### config.mk
export PLATFORM = sky130hd
export DESIGN_NAME = imm_rot_encoder
export DESIGN_NICKNAME = d
export VERILOG_FILES = /design/src/rtl/alu_pkg.sv /design/src/rtl/imm_rot_check.sv /design/src/rtl/imm_rot_encoder.sv
export SDC_FILE = /design/constraint.sdc
export NUM_CORES = 1
export LEC_CHECK = 0
export ABC_AREA = 1
export CAP_MARGIN = 20
export CELL_PAD_IN_SITES_DETAIL_PLACEMENT = 1
export CELL_PAD_IN_SITES_GLOBAL_PLACEMENT = 1
export CORE_MARGIN = 1.5
export CORE_UTILIZATION = 40
export CTS_CLUSTER_DIAMETER = 60
export DETAILED_ROUTE_END_ITERATION = 12
export PLACE_DENSITY = 0.87
export SYNTH_ARGS = -nofsm -noshare
export SYNTH_HDL_FRONTEND = slang
export SYNTH_SLANG_ARGS = --single-unit
### constraint.sdc
create_clock -name clk -period 2.51 [get_ports clk]
set_clock_uncertainty 0.05 [all_clocks]
set_input_delay 0.502 -clock clk [delete_from_list [all_inputs] [get_ports clk]]
set_output_delay 0.502 -clock clk [all_outputs]
set_load 0.02 [all_outputs]
### src/rtl/alu_pkg.sv
// Shared ALU constants: operand/immediate field widths, encoder FSM state codes
// and the packed result payload.
package alu_pkg;

  localparam int unsigned DATA_W = 32;
  localparam int unsigned ROT_W  = 4;
  localparam int unsigned IMM_W  = 8;
  localparam int unsigned SHOP_W = ROT_W + IMM_W;
  localparam int unsigned TRY_W  = ROT_W + 1;

  typedef logic [1:0] state_t;
  localparam state_t ST_IDLE   = 2'd0;
  localparam state_t ST_SEARCH = 2'd1;
  localparam state_t ST_DONE   = 2'd2;

  typedef struct packed {
    logic              encodable;
    logic [SHOP_W-1:0] shift_op;
    logic [TRY_W-1:0]  rot_tries;
  } enc_result_t;

endpackage

### src/rtl/imm_rot_check.sv
// Single-rotate candidate test: rotates value left by 2*rot and reports whether
// the result is a sign-extended 8-bit immediate.
module imm_rot_check
  import alu_pkg::*;
(
  input  logic [DATA_W-1:0] value,
  input  logic [ROT_W-1:0]  rot,
  output logic              hit,
  output logic [IMM_W-1:0]  imm8
);

  logic [ROT_W:0]      w_sh;
  logic [2*DATA_W-1:0] w_dbl;
  logic [DATA_W-1:0]   w_rol;

  // Upper half of the doubled word shifted left is the rotate-left; 2*rot never exceeds 30.
  assign w_sh  = {rot, 1'b0};
  assign w_dbl = {value, value} << w_sh;
  assign w_rol = w_dbl[2*DATA_W-1:DATA_W];

  assign hit  = (w_rol[DATA_W-1:IMM_W] == {(DATA_W-IMM_W){w_rol[IMM_W-1]}});
  assign imm8 = w_rol[IMM_W-1:0];

endmodule

### src/rtl/imm_rot_encoder.sv
// Finds the lowest {rot, imm8} whose decode ROR(sext(imm8), 2*rot) reproduces
// a 32-bit constant, evaluating one rotate per clock.
module imm_rot_encoder
  import alu_pkg::*;
(
  input  logic              clk,
  input  logic              rst_n,
  input  logic              in_valid,
  output logic              in_ready,
  input  logic [DATA_W-1:0] value,
  output logic              out_valid,
  input  logic              out_ready,
  output logic              encodable,
  output logic [SHOP_W-1:0] shift_op,
  output logic [TRY_W-1:0]  rot_tries
);

  state_t            r_state;
  state_t            w_state_nxt;
  logic [DATA_W-1:0] r_value;
  logic [ROT_W-1:0]  r_rot;
  enc_result_t       r_res;
  enc_result_t       w_res_nxt;
  logic              r_in_ready;
  logic              r_out_valid;
  logic              w_in_ready_nxt;
  logic              w_out_valid_nxt;
  logic              w_hit;
  logic [IMM_W-1:0]  w_imm8;
  logic              w_last_rot;
  logic              w_accept;

  imm_rot_check u_check (
    .value (r_value),
    .rot   (r_rot),
    .hit   (w_hit),
    .imm8  (w_imm8)
  );

  assign w_last_rot = (r_rot == {ROT_W{1'b1}});
  assign w_accept   = (r_state == ST_IDLE) && in_valid;

  always_ff @(posedge clk or negedge rst_n) begin
    if (!rst_n) begin
      r_state <= ST_IDLE;
    end else begin
      r_state <= w_state_nxt;
    end
  end

  always_comb begin
    w_state_nxt = r_state;
    case (r_state)
      ST_IDLE:   if (in_valid)             w_state_nxt = ST_SEARCH;
      ST_SEARCH: if (w_hit || w_last_rot)  w_state_nxt = ST_DONE;
      ST_DONE:   if (out_ready)            w_state_nxt = ST_IDLE;
      default:                             w_state_nxt = ST_IDLE;
    endcase
  end

  // Next values of the registered outputs; the result is loaded once, on leaving SEARCH.
  always_comb begin
    w_in_ready_nxt  = (w_state_nxt == ST_IDLE);
    w_out_valid_nxt = (w_state_nxt == ST_DONE);
    w_res_nxt       = r_res;
    if (r_state == ST_SEARCH) begin
      if (w_hit) begin
        w_res_nxt.encodable = 1'b1;
        w_res_nxt.shift_op  = {r_rot, w_imm8};
        w_res_nxt.rot_tries = TRY_W'(r_rot) + TRY_W'(1);
      end else if (w_last_rot) begin
        w_res_nxt.encodable = 1'b0;
        w_res_nxt.shift_op  = '0;
        w_res_nxt.rot_tries = TRY_W'(2 ** ROT_W);
      end
    end
  end

  always_ff @(posedge clk or negedge rst_n) begin
    if (!rst_n) begin
      r_in_ready  <= 1'b1;
      r_out_valid <= 1'b0;
      r_res       <= '0;
      r_value     <= '0;
      r_rot       <= '0;
    end else begin
      r_in_ready  <= w_in_ready_nxt;
      r_out_valid <= w_out_valid_nxt;
      r_res       <= w_res_nxt;
      if (w_accept) begin
        r_value <= value;
        r_rot   <= '0;
      end else if ((r_state == ST_SEARCH) && !w_hit && !w_last_rot) begin
        r_rot <= r_rot + ROT_W'(1);
      end
    end
  end

  assign in_ready  = r_in_ready;
  assign out_valid = r_out_valid;
  assign encodable = r_res.encodable;
  assign shift_op  = r_res.shift_op;
  assign rot_tries = r_res.rot_tries;

endmodule
After elaboration in Yosys (flattened, before gate mapping)
Index checks and enable logic that the tools add are counted.
- register bits: 58
- input port bits: 36
- word-level logic and storage cells: 35
- add/sub/neg operators: 2
- equal/unequal tests: 5
- shift operators: 1
- muxes and demuxes: 8
- reduce and logical (&&, ||, !) cells: 11
- operators by type and width (operator ; number):
    left shift 64 x 5 -> 64 bit ; 1
    2-to-1 mux 18 bit ; 2
    == test 24 bit ; 1
    2-to-1 mux 4 bit ; 2
    2-to-1 mux 2 bit ; 3
    case mux 2 bit (3 select lines) ; 1
    adder 4 x 1 -> 5 bit, second input constant ; 1
    adder 4 x 1 -> 4 bit, second input constant ; 1
    == test 2 bit, second input constant ; 2
    == test 4 bit, second input constant ; 1
    logical NOT 2 bit ; 2
    nonzero test 2 bit ; 2
    logical AND 1 bit ; 3
    == test 2 x 1 -> 1 bit, second input constant ; 1
    logical NOT 1 bit ; 2
    AND reduction 2 bit ; 1
    logical OR 1 bit ; 1

Longest topological paths before layout
Gate-level depths: netlist of the first run.
- depth after elaboration: 7
- gate-level depth with buffers: 21

Hierarchy
A second synthesis of the first run with hierarchy kept.
- cells, all modules: 696
- area, all modules: 4445.5 um^2
- by module, submodules not included (module ; instances ; cells each ; area each (um^2)):
    imm_rot_encoder ; 1 ; 260 ; 2341.0
    imm_rot_check ; 1 ; 436 ; 2104.5

Worst setup path before layout of the first run
Ideal clock, no wire load.
- path type: register to register
- start point: register r_rot[0]
- end point: register r_res, in the netlist rot_tries[4]
- arrival: 1.902 ns
- required time: 2.330 ns
- path slack: 0.428 ns
- stages on the path, launching flop included: 18
- period minus slack after synthesis: 2.082 ns
- cells stage by stage: dfrtp_1 -> buf_6 -> buf_4 -> nand2_1 -> nand3_1 -> nand3_1 -> nand2_1 -> o21ai_1 -> nand2_1 -> nor2_1 -> nand2_1 -> nand2_2 -> nand2_1 -> nor2_2 -> nand3_2 -> buf_4 -> nand2_1 -> nand2_1
- cells in the longest elaborated chain, start to end: 4
- elaborated cells between the ends (all ways): 7
- those cells by class: 1 x add/sub; 2 x eq/ne; 1 x shift; 1 x mux; 2 x reduce/logical
- ends and longest elaborated chain (item ; RTL line ; source):
    start: declaration ; imm_rot_encoder.sv:21 ; logic [ROT_W-1:0] r_rot;
    start signal: assignment ; imm_rot_encoder.sv:94 ; r_rot <= r_rot + ROT_W'(1);
    left shift 64 x 5 -> 64 bit ; imm_rot_check.sv:18 ; assign w_dbl = {value, value} << w_sh;
    == test 24 bit ; imm_rot_check.sv:21 ; assign hit = (w_rol[DATA_W-1:IMM_W] == {(DATA_W-IMM_W){w_rol[IMM_W-1]}});
    nonzero test 2 bit (no source line) ; n/a ;
    AND reduction 2 bit (no source line) ; n/a ;
    end signal: assignment ; imm_rot_encoder.sv:89 ; r_res <= w_res_nxt;
    end: declaration ; imm_rot_encoder.sv:22 ; enc_result_t r_res;
Several ways; a longest one is shown, not always the timed one.
A chain may end at the register's enable or synchronous reset.

Final worst setup path of the first run
- start point: register r_rot[0]
- end point: register r_res, in the netlist rot_tries[2]
Same word-level chain as after synthesis.

==> reports/qor.csv, run 1 <==
metric,value,unit
final_common_cell,nand2_1,
synthCells,595,
die-area,11000,sq um
hold_viol,0,
grt.total_usage,0.280,
syn_area,4170,sq um
grt_max_degree,59,
clk_pin_slew_worst_paths,80,ps
whs,209,ps
clkLatencyLatePin,370,ps
setup_viol,26,
grt_setup_unrepaired,true,
wl_per_cell,24.7,microns
fmax,355,MHz
holdCritPathClass,input pin to asynchronous set/reset pin,
worstPathArrival,3020,ps
routabilityCongestion,0.998,
routed_wl,19.5,mm
cpPeakStageDelay,460,ps
cts_tree,done,
final.period_utilization,1.12,
ys_types,29,
fp.coreArea,10200,sq um
grt_pass1_wl,24.2,mm
worst-slew-pin-transition,783,ps
layout_setup_ws,-306,ps
synth_top_cell_area_share,0.342,
synth_top_area_cell,dfrtp_1,
dr.pass1.iters,6,
finalNonFillerCells,789,
cts-root-buf,clkbuf_8,
grt_pass1_vias,4670,
yosysSeqAreaShare,0.349,
synth_area_leaders,"dfrtp_1 34%, nand3_1 22%, nand2_1 18%",
crit_chain,buf_12 > inv_16 > nand2_1 > nand3_1 > nand3_1 > nand3_1 > o21ai_2 > nand2_1 > nor2_1 > nand2_1 > nand2_2 > nand2_2 > nor2_4 > nand3_4 > clkbuf_16 > nand3_1 > nand2_1,
relSlewSlack,0.478,
cp_data_required_time,2720,ps
antenna_found_initial,0,
antennaDiodeCount,0,
clock_sinks,58,
grt_overflow,0,
place_hpwl,10.9,mm
port_buffers,55,
dieWidth,105,microns
cap_viol_max_count,0,
final_cell_mix,"143 x nand2_1, 106 x nand3_1, 79 x nand3_2",
fin_crit,2820,ps
clock_path_buffers,2,
drtIter0Drc,606,
nets,685,
synth_fp_nets,632,
drive_above_1_share,0.380,
ys_ff_latch,58,
status,"finished, violations left",
detail_route.vias_per_cell,6.41,
crit_type,register to register,
avgSynthCellArea,7.00,sq um
drc,0,
rows,37,
io_pins,56,
cp_max_fo,17,
vias,5060,
ys.warnings.count,0,
cp_slowest_cell,dfrtp_2,
dpl.cell_count,765,
violations,setup timing,
dieHeight,105,microns
syn2layout_area_growth,42.0,%
drv_slew,0,
initial_core_util,0.407,
start_kind,register,
final_antenna_net_count,0,
htreeDepth,3,
worstSetupEndpointType,register,
numCtsBuffers,9,
logic make-up after synthesis:
family          synth area share
simple gates               0.463
compound gates            0.0222
fa+ha+maj                0.00300
xor+xnor                 0.00421
mux                       0.0865
flops                      0.349
buf+inv                   0.0721
layer usage:
| layer | share of wire | global-route usage |
|---|---|---|
| met1 | 0.38 | 0.370 |
| met2 | 0.48 | 0.451 |
| met3 | 0.083 | 0.0599 |
| met4 | 0.054 | 0.103 |
| met5 | 0 | 0 |
flip-flops by register name (all words and copies together) (netlist names):
register   count
r_value       32
shift_op      12
r_state        2
encodable      1
rot_tries      5
out_valid      1
r_rot          4
in_ready       1
cells in the mapped netlist, drive strengths merged:
cell	n
nand3	190
a31oi	5
nand4	2
ha	1
a21oi	2
nand2	209
dfrtp	57
clkbuf	8
nor2	28
xor2	2
and2	1
buf	29
dfstp	1
o21ai	8
nand3b	1
inv	17
nor3	1
clkinv	1
mux2	32
critical path, delay by kind of cell (launching register included):
kind / cells / cell delay, ps
buffers and inverters: 3 / 440
flip-flops: 1 / 460
AND/OR/NAND/NOR: 13 / 1640
AO/OA/AOI/OAI: 1 / 120
path summary, 6_finish.rpt:
check	cells past startpoint	slack (ps)	start	to
worst max-delay path	17	-310	r_rot[0]	rot_tries[2]
worst min-delay path	2	210	rst_n	rot_tries[4]
worst max register to register	17	-310	r_rot[0]	rot_tries[2]
worst min register to register	2	430	encodable	encodable
max in group asynchronous	2	1600	rst_n	r_rot[0]
min in group clk	2	430	encodable	encodable
through the flow:
step / utilization / area [sq um] / setup TNS (ps) / worst slack [ps]
floorplan: - / 4170 / 0 / 428
global placement: 0.474 / 4850 / 0 / 96.0
detailed placement: 0.474 / 4850 / -91.8 / -17.3
CTS: 0.508 / 5200 / 0 / 6.22
global route: 0.578 / 5910 / -7190 / -356
finish: 0.578 / 5910 / -5710 / -306
area by class of cell:
cell class | count | area (sq um)
multi-input cells | 482 | 3160
clock buffers | 11 | 131
well taps | 136 | 170
fillers | 1202 | 4320
flip-flops and latches | 58 | 1450
repair inverters | 1 | 16.3
repair buffers | 78 | 867
clock inverters | 5 | 31.3
inverters | 18 | 88.8
timing repair:
item / in CTS / in global routing
pin swaps: 5 / 28
hold buffers: 0 / 0
gates cloned: 2 / 2
buffers inserted: 5 / 1
hold endpoints to repair: 0 / 0
setup endpoints to repair: 14 / 26
gates resized for setup: 23 / 174
Power of run 1 is left out: the tool's default activity adds up to more than one toggle a clock period on the data nets, which glitch-free logic cannot reach.
==> run 2: changes to the inputs <==
--- a/config.mk
+++ b/config.mk
@@ -6,14 +6,15 @@
 export NUM_CORES = 1
 export LEC_CHECK = 0
 export ABC_AREA = 1
-export CAP_MARGIN = 20
+export CAP_MARGIN = 5
 export CELL_PAD_IN_SITES_DETAIL_PLACEMENT = 1
 export CELL_PAD_IN_SITES_GLOBAL_PLACEMENT = 1
 export CORE_MARGIN = 1.5
 export CORE_UTILIZATION = 40
 export CTS_CLUSTER_DIAMETER = 60
 export DETAILED_ROUTE_END_ITERATION = 12
-export PLACE_DENSITY = 0.87
+export PLACE_DENSITY_LB_ADDON = 0.3
+export SLEW_MARGIN = 10
 export SYNTH_ARGS = -nofsm -noshare
 export SYNTH_HDL_FRONTEND = slang
 export SYNTH_SLANG_ARGS = --single-unit
==> run 2 against run 1 <==
The run still ends with setup timing left. Final cell count rose by 2.3%. Critical path depth is 1 higher. Register-to-register slack got worse by 90 ps. Fmax shrank 3.2%. Via count rose by 4.9%. Critical path type unchanged.
==> reports/qor.csv, run 2 (synthesis results as in run 1) <==
metric,value,unit
critPathMostFrequentCell,nand2_1,
grt_setup_unrepaired,true,
clock_sinks,58,
drc,0,
setup_viol,26,
reg2reg_slack,-400,ps
worst-path-buf-inv,5,
cp_data_required_time,2720,ps
cts-root-buf,clkbuf_8,
detail_route.vias_per_cell,6.58,
routed_wl,22.8,mm
startpoint,r_rot[0],
cpPeakStageDelay,500,ps
layout_setup_ws,-399,ps
rr_startpoint,r_rot[0],
start_kind,register,
final_common_cell,nand2_1,
cp_max_fo,10,
hold_viol,0,
dr.pass1.iters,5,
worst-slew-pin-transition,726,ps
rows,37,
fp.coreArea,10200,sq um
drv_slew,0,
antennaDiodeCount,0,
drive_above_1_share,0.443,
final_cell_mix,"128 x nand2_1, 89 x nand3_1, 67 x nand3_2",
cp_slowest_cell,dfrtp_4,
fin_crit,2910,ps
numCtsBuffers,9,
crit_chain,buf_8 > clkbuf_16 > nand2_2 > nand3_4 > nand3_2 > o21ai_2 > nand2_1 > nand2_2 > buf_4 > nand2_1 > nand2_1 > nor2_2 > inv_1 > nor2_4 > nand3_4 > clkbuf_16 > nand3_1 > nand2_1,
clkLatencyLatePin,370,ps
antenna_found_initial,0,
dieWidth,105,microns
critPathTopFamily,simple AND/OR/NAND/NOR gates,
status,"finished, violations left",
routabilityCongestion,0.925,
drtIter0Drc,515,
largest_reg_flops,32,
holdCritPathClass,input pin to asynchronous set/reset pin,
vias,5308,
relSlewSlack,0.515,
rr_worst_depth,18,
final.period_utilization,1.16,
grt.total_usage,0.287,
grt_max_degree,59,
syn2layout_area_growth,59.8,%
die-area,11000,sq um
place_hpwl,11.1,mm
nets,703,
clock_path_buffers,2,
fmax,344,MHz
regMostFlops,r_value,
htreeDepth,3,
final_antenna_net_count,0,
crit_type,register to register,
cp.depth,18,
worstSetupEndpointType,register,
initial_core_util,0.407,
cts_tree,done,
port_buffers,55,
io_pins,56,
grt_pass1_vias,4625,
violations,setup timing,
grt_overflow,0,
cap_viol_max_count,0,
fin_setup_tns,-8390,ps
grt_pass1_wl,24.4,mm
dieHeight,105,microns
wl_per_cell,28.2,microns
clk_pin_slew_worst_paths,80,ps
worstPathArrival,3120,ps
run 2: cell count changes in the layout (fill, tap and decap cells not counted), moves of 4 or more:
cell / before / now
nand3_4: 5 / 34
nand3_1: 106 / 89
buf_4: 8 / 19
nand2_1: 143 / 128
nand3_2: 79 / 67
clkbuf_16: 1 / 5
nand2_4: 11 / 21
run 2: layout make-up:
type | instances | area [sq um]
Multi-Input combinational cell | 482 | 3560
Clock inverter | 4 | 73.8
Fill cell | 1103 | 3570
Sequential cell | 58 | 1460
Tap cell | 136 | 170
Timing Repair inverter | 3 | 62.6
Clock buffer | 12 | 155
Timing Repair Buffer | 94 | 1080
Inverter | 18 | 96.3
run 2: final timing paths:
kind                                 to
max reg2reg                rot_tries[3]
max                        rot_tries[3]
min in group clk           rot_tries[4]
min                         shift_op[7]
max in group asynchronous      in_ready
min reg2reg                rot_tries[4]
run 2: layer usage:
metal,vias to the layer above,part of all wire,track usage
li1,2148,-,-
met1,2635,0.38,0.379
met2,369,0.47,0.457
met3,156,0.084,0.0780
met4,0,0.072,0.0881
met5,-,0,0
run 2: repair_timing:
item	in CTS	in global routing
setup buffers	2	15
cloned	0	9
endpoints found under the hold margin	0	0
hold buffers	0	0
resized for setup	10	264
endpoints found under the setup margin	21	26
pin swaps	1	39
run 2: stage by stage:
| step | instances | util | setup WS, ps | hold WS, ps | instance area, sq um |
|---|---|---|---|---|---|
| floorplan | 595 | - | 428 | 156 | 4170 |
| global placement | 765 | 0.476 | -13.3 | 407 | 4870 |
| detailed placement | 765 | 0.476 | -66.8 | 418 | 4870 |
| CTS | 783 | 0.504 | -7.56 | 99.5 | 5160 |
| global route | 807 | 0.651 | -451 | 102 | 6660 |
| finish | 807 | 0.651 | -399 | 69.0 | 6660 |
Power of run 2 is left out for the same reason.
==> run 3: changes to the inputs <==
--- a/config.mk
+++ b/config.mk
@@ -12,9 +12,11 @@
 export CORE_MARGIN = 1.5
 export CORE_UTILIZATION = 40
 export CTS_CLUSTER_DIAMETER = 60
+export CTS_CLUSTER_SIZE = 14
 export DETAILED_ROUTE_END_ITERATION = 12
 export PLACE_DENSITY_LB_ADDON = 0.3
 export SLEW_MARGIN = 10
 export SYNTH_ARGS = -nofsm -noshare
 export SYNTH_HDL_FRONTEND = slang
+export SYNTH_HIERARCHICAL = 1
 export SYNTH_SLANG_ARGS = --single-unit
==> run 3 against run 2 <==
The run still ends with setup timing left. Wire length is 15% lower. Count of clock-buffer cells in the layout stayed put. Register-to-register slack improved by 170 ps. Global-route usage is 0.49 points higher. Critical endpoint is now shift_op[0]. Die area is 6.5% higher. Core utilization shrank 6.1 points.
==> reports/qor.csv, run 3 <==
metric,value,unit
pwr-share-seq,0.159,
power_density,1640,nW/um^2
routabilityCongestion,0.931,
cp_data_required_time,2740,ps
final_cell_mix,"280 x nand2_1, 89 x nand3_2, 89 x nand3_1",
p_comb_frac,0.760,
clkLatencyLatePin,360,ps
worst-slew-pin-transition,543,ps
cts_tree,done,
dieHeight,108,microns
drc,0,
async_reset_ff_frac,1.00,
clk_pin_slew_worst_paths,70,ps
cts-root-buf,clkbuf_8,
initial_core_util,0.410,
io_pins,56,
worst-path-buf-inv,4,
cap_viol_max_count,0,
htreeDepth,3,
syn_area,4450,sq um
clock_path_buffers,2,
fmax,365,MHz
dieWidth,108,microns
fin_setup_tns,-3820,ps
yosysMostFrequentCell,nand2_1,
grt_max_degree,48,
cp_max_fo,10,
vias,5330,
fp.coreArea,10800,sq um
final_antenna_net_count,0,
hold_viol,0,
synth_top_family_by_area,simple AND/OR/NAND/NOR gates,
rows,38,
clock_power_share,0.081,
synth_fp_nets,733,
port_buffers,55,
worstPathArrival,2970,ps
wl_per_cell,20.7,microns
grt_overflow,0,
grt_pass1_vias,5135,
relSlewSlack,0.638,
nets,821,
synth_top_area_cell,dfrtp_1,
ir_worst_vdd,0.778,mV
synthMuxAreaShare,0,
dr.pass1.iters,5,
setup_viol,26,
cp_slowest_cell,dfrtp_2,
numCtsBuffers,9,
drv_slew,0,
routed_wl,19.3,mm
synth_ff_type,dfrtp_1,
ys.warnings.count,6,
die-area,11800,sq um
grt_setup_unrepaired,true,
design_area,6390,sq um
drive_above_1_share,0.324,
violations,setup timing,
layout_setup_ws,-228,ps
preCtsSetupSlack,-146,ps
cpPeakStageDelay,470,ps
crit_chain,clkinv_4 > clkbuf_16 > nand2_2 > nand3_1 > nand3_2 > nand3_1 > nand2_1 > nand2_1 > nand2_1 > nand3_1 > nor2_1 > nand3_2 > nor2_4 > inv_4 > nor2_4 > buf_6 > nand2_1 > nand2_1,
regMostFlops,r_value,
cell_internal_pwr,4.57,mW
finalNonFillerCells,929,
largest_reg_flops,32,
ys_types,28,
grt.total_usage,0.292,
syn2layout_area_growth,43.7,%
reg2reg_slack,-230,ps
avgSynthCellArea,6.39,sq um
final_common_cell,nand2_1,
synth_area_leaders,"dfrtp_1 32%, nand2_1 27%, nand3_1 19%",
synthXorXnorAreaFrac,0.00197,
final.period_utilization,1.09,
use_met3,0.0428,
start_kind,register,
switching_share,0.563,
worstSetupEndpointType,register,
dpl.cell_count,903,
drtIter0Drc,339,
synthCells,696,
place_hpwl,12.7,mm
grt_pass1_wl,26.1,mm
clock_sinks,58,
synth_top_cell_area_share,0.321,
gr-usage-met2,0.504,
p_leak,3.23,nW
met1_usage,0.382,
antennaDiodeCount,0,
synth_fa_ha_area_frac,0.00281,
critPathMostFrequentCell,nand2_1,
synthTopCellsByCount,"316 x nand2_1, 172 x nand3_1, 57 x dfrtp_1, 22 x nor2_1, 18 x nand2_2",
antenna_found_initial,0,
place_area,5370,sq um
fin_crit,2740,ps
status,"finished, violations left",
detail_route.vias_per_cell,5.74,
holdCritPathClass,input pin to asynchronous set/reset pin,
top_usage_layer,met2,
crit_type,register to register,
ys_ff_latch,58,
synth_compound_area_frac,0.0200,
yosysSeqAreaShare,0.327,
switchingPower,5.89,mW
synthSimpleGateAreaFrac,0.570,
synth_edf_count,0,
critPathTopFamily,simple AND/OR/NAND/NOR gates,
-- run 3: changes by cell type in the layout (fill, tap and decap cells not counted), moves of 7 or more --
cell / previous run / this run
nand2_1: 128 / 280
mux2_2: 32 / 0
buf_4: 19 / 49
nand3_4: 34 / 9
nand3_2: 67 / 89
nand2_2: 55 / 44
nand2_4: 21 / 14
-- run 3: worst paths after layout --
kind,start,to,cells after the start
setup / recovery,r_rot[0],shift_op[0],18
hold / removal,rst_n,shift_op[6],1
setup reg to reg,r_rot[0],shift_op[0],18
hold reg to reg,shift_op[7],shift_op[7],2
max in group asynchronous,rst_n,r_value[24],2
min in group clk,shift_op[7],shift_op[7],2
-- run 3: area by class of cell --
class / count / area [sq um]
well taps: 140 / 175
clock buffers: 12 / 165
inverters: 20 / 87.6
clock inverters: 4 / 25.0
multi-input cells: 577 / 3310
fillers: 1379 / 4450
flip-flops and latches: 58 / 1460
repair buffers: 118 / 1170
-- run 3: routing by layer --
layer  up-vias  part of all wire
li1       2446                 -
met1      2630              0.42
met2       211              0.50
met3        43             0.053
met4         0             0.027
met5         -                 0
-- run 3: timing repair --
item / in CTS / in global routing
cloned: 0 / 3
pin swaps: 3 / 16
resized for setup: 11 / 150
endpoints found under the setup margin: 26 / 26
buffers inserted: 2 / 6
hold buffers: 0 / 0
-- run 3: logic make-up (layout without fill, tap and decap cells) --
| family | after synthesis | after routing |
|---|---|---|
| buf+inv | 61 | 154 |
| simple gates | 559 | 559 |
| flops | 58 | 58 |
| fa+ha+maj | 1 | 1 |
| compound gates | 16 | 16 |
| xor+xnor | 1 | 1 |
-- run 3: power by group through the flow --
| stage | clock [mW] | sequential [mW] | combinational [mW] |
|---|---|---|---|
| floorplan | 0 | 1.53 | 4.17 |
| global placement | 0 | 1.58 | 6.07 |
| detailed placement | 0 | 1.59 | 6.28 |
| CTS | 0.853 | 1.58 | 6.36 |
| global route | 0.877 | 1.69 | 8.55 |
| finish | 0.843 | 1.67 | 7.95 |
-- run 3: through the flow --
| step | hold slack [ps] | total power, mW | util |
|---|---|---|---|
| 5_1_grt | 118 | 11.1 | 0.589 |
| 2_1_floorplan | 156 | 5.71 | - |
| 3_5_place_dp | 412 | 7.87 | 0.495 |
| 3_3_place_gp | 407 | 7.65 | 0.495 |
| 4_1_cts | 78.4 | 8.80 | 0.519 |
| 6_report | 81.5 | 10.5 | 0.589 |
Note: power is estimated with default switching activity, not from simulation.
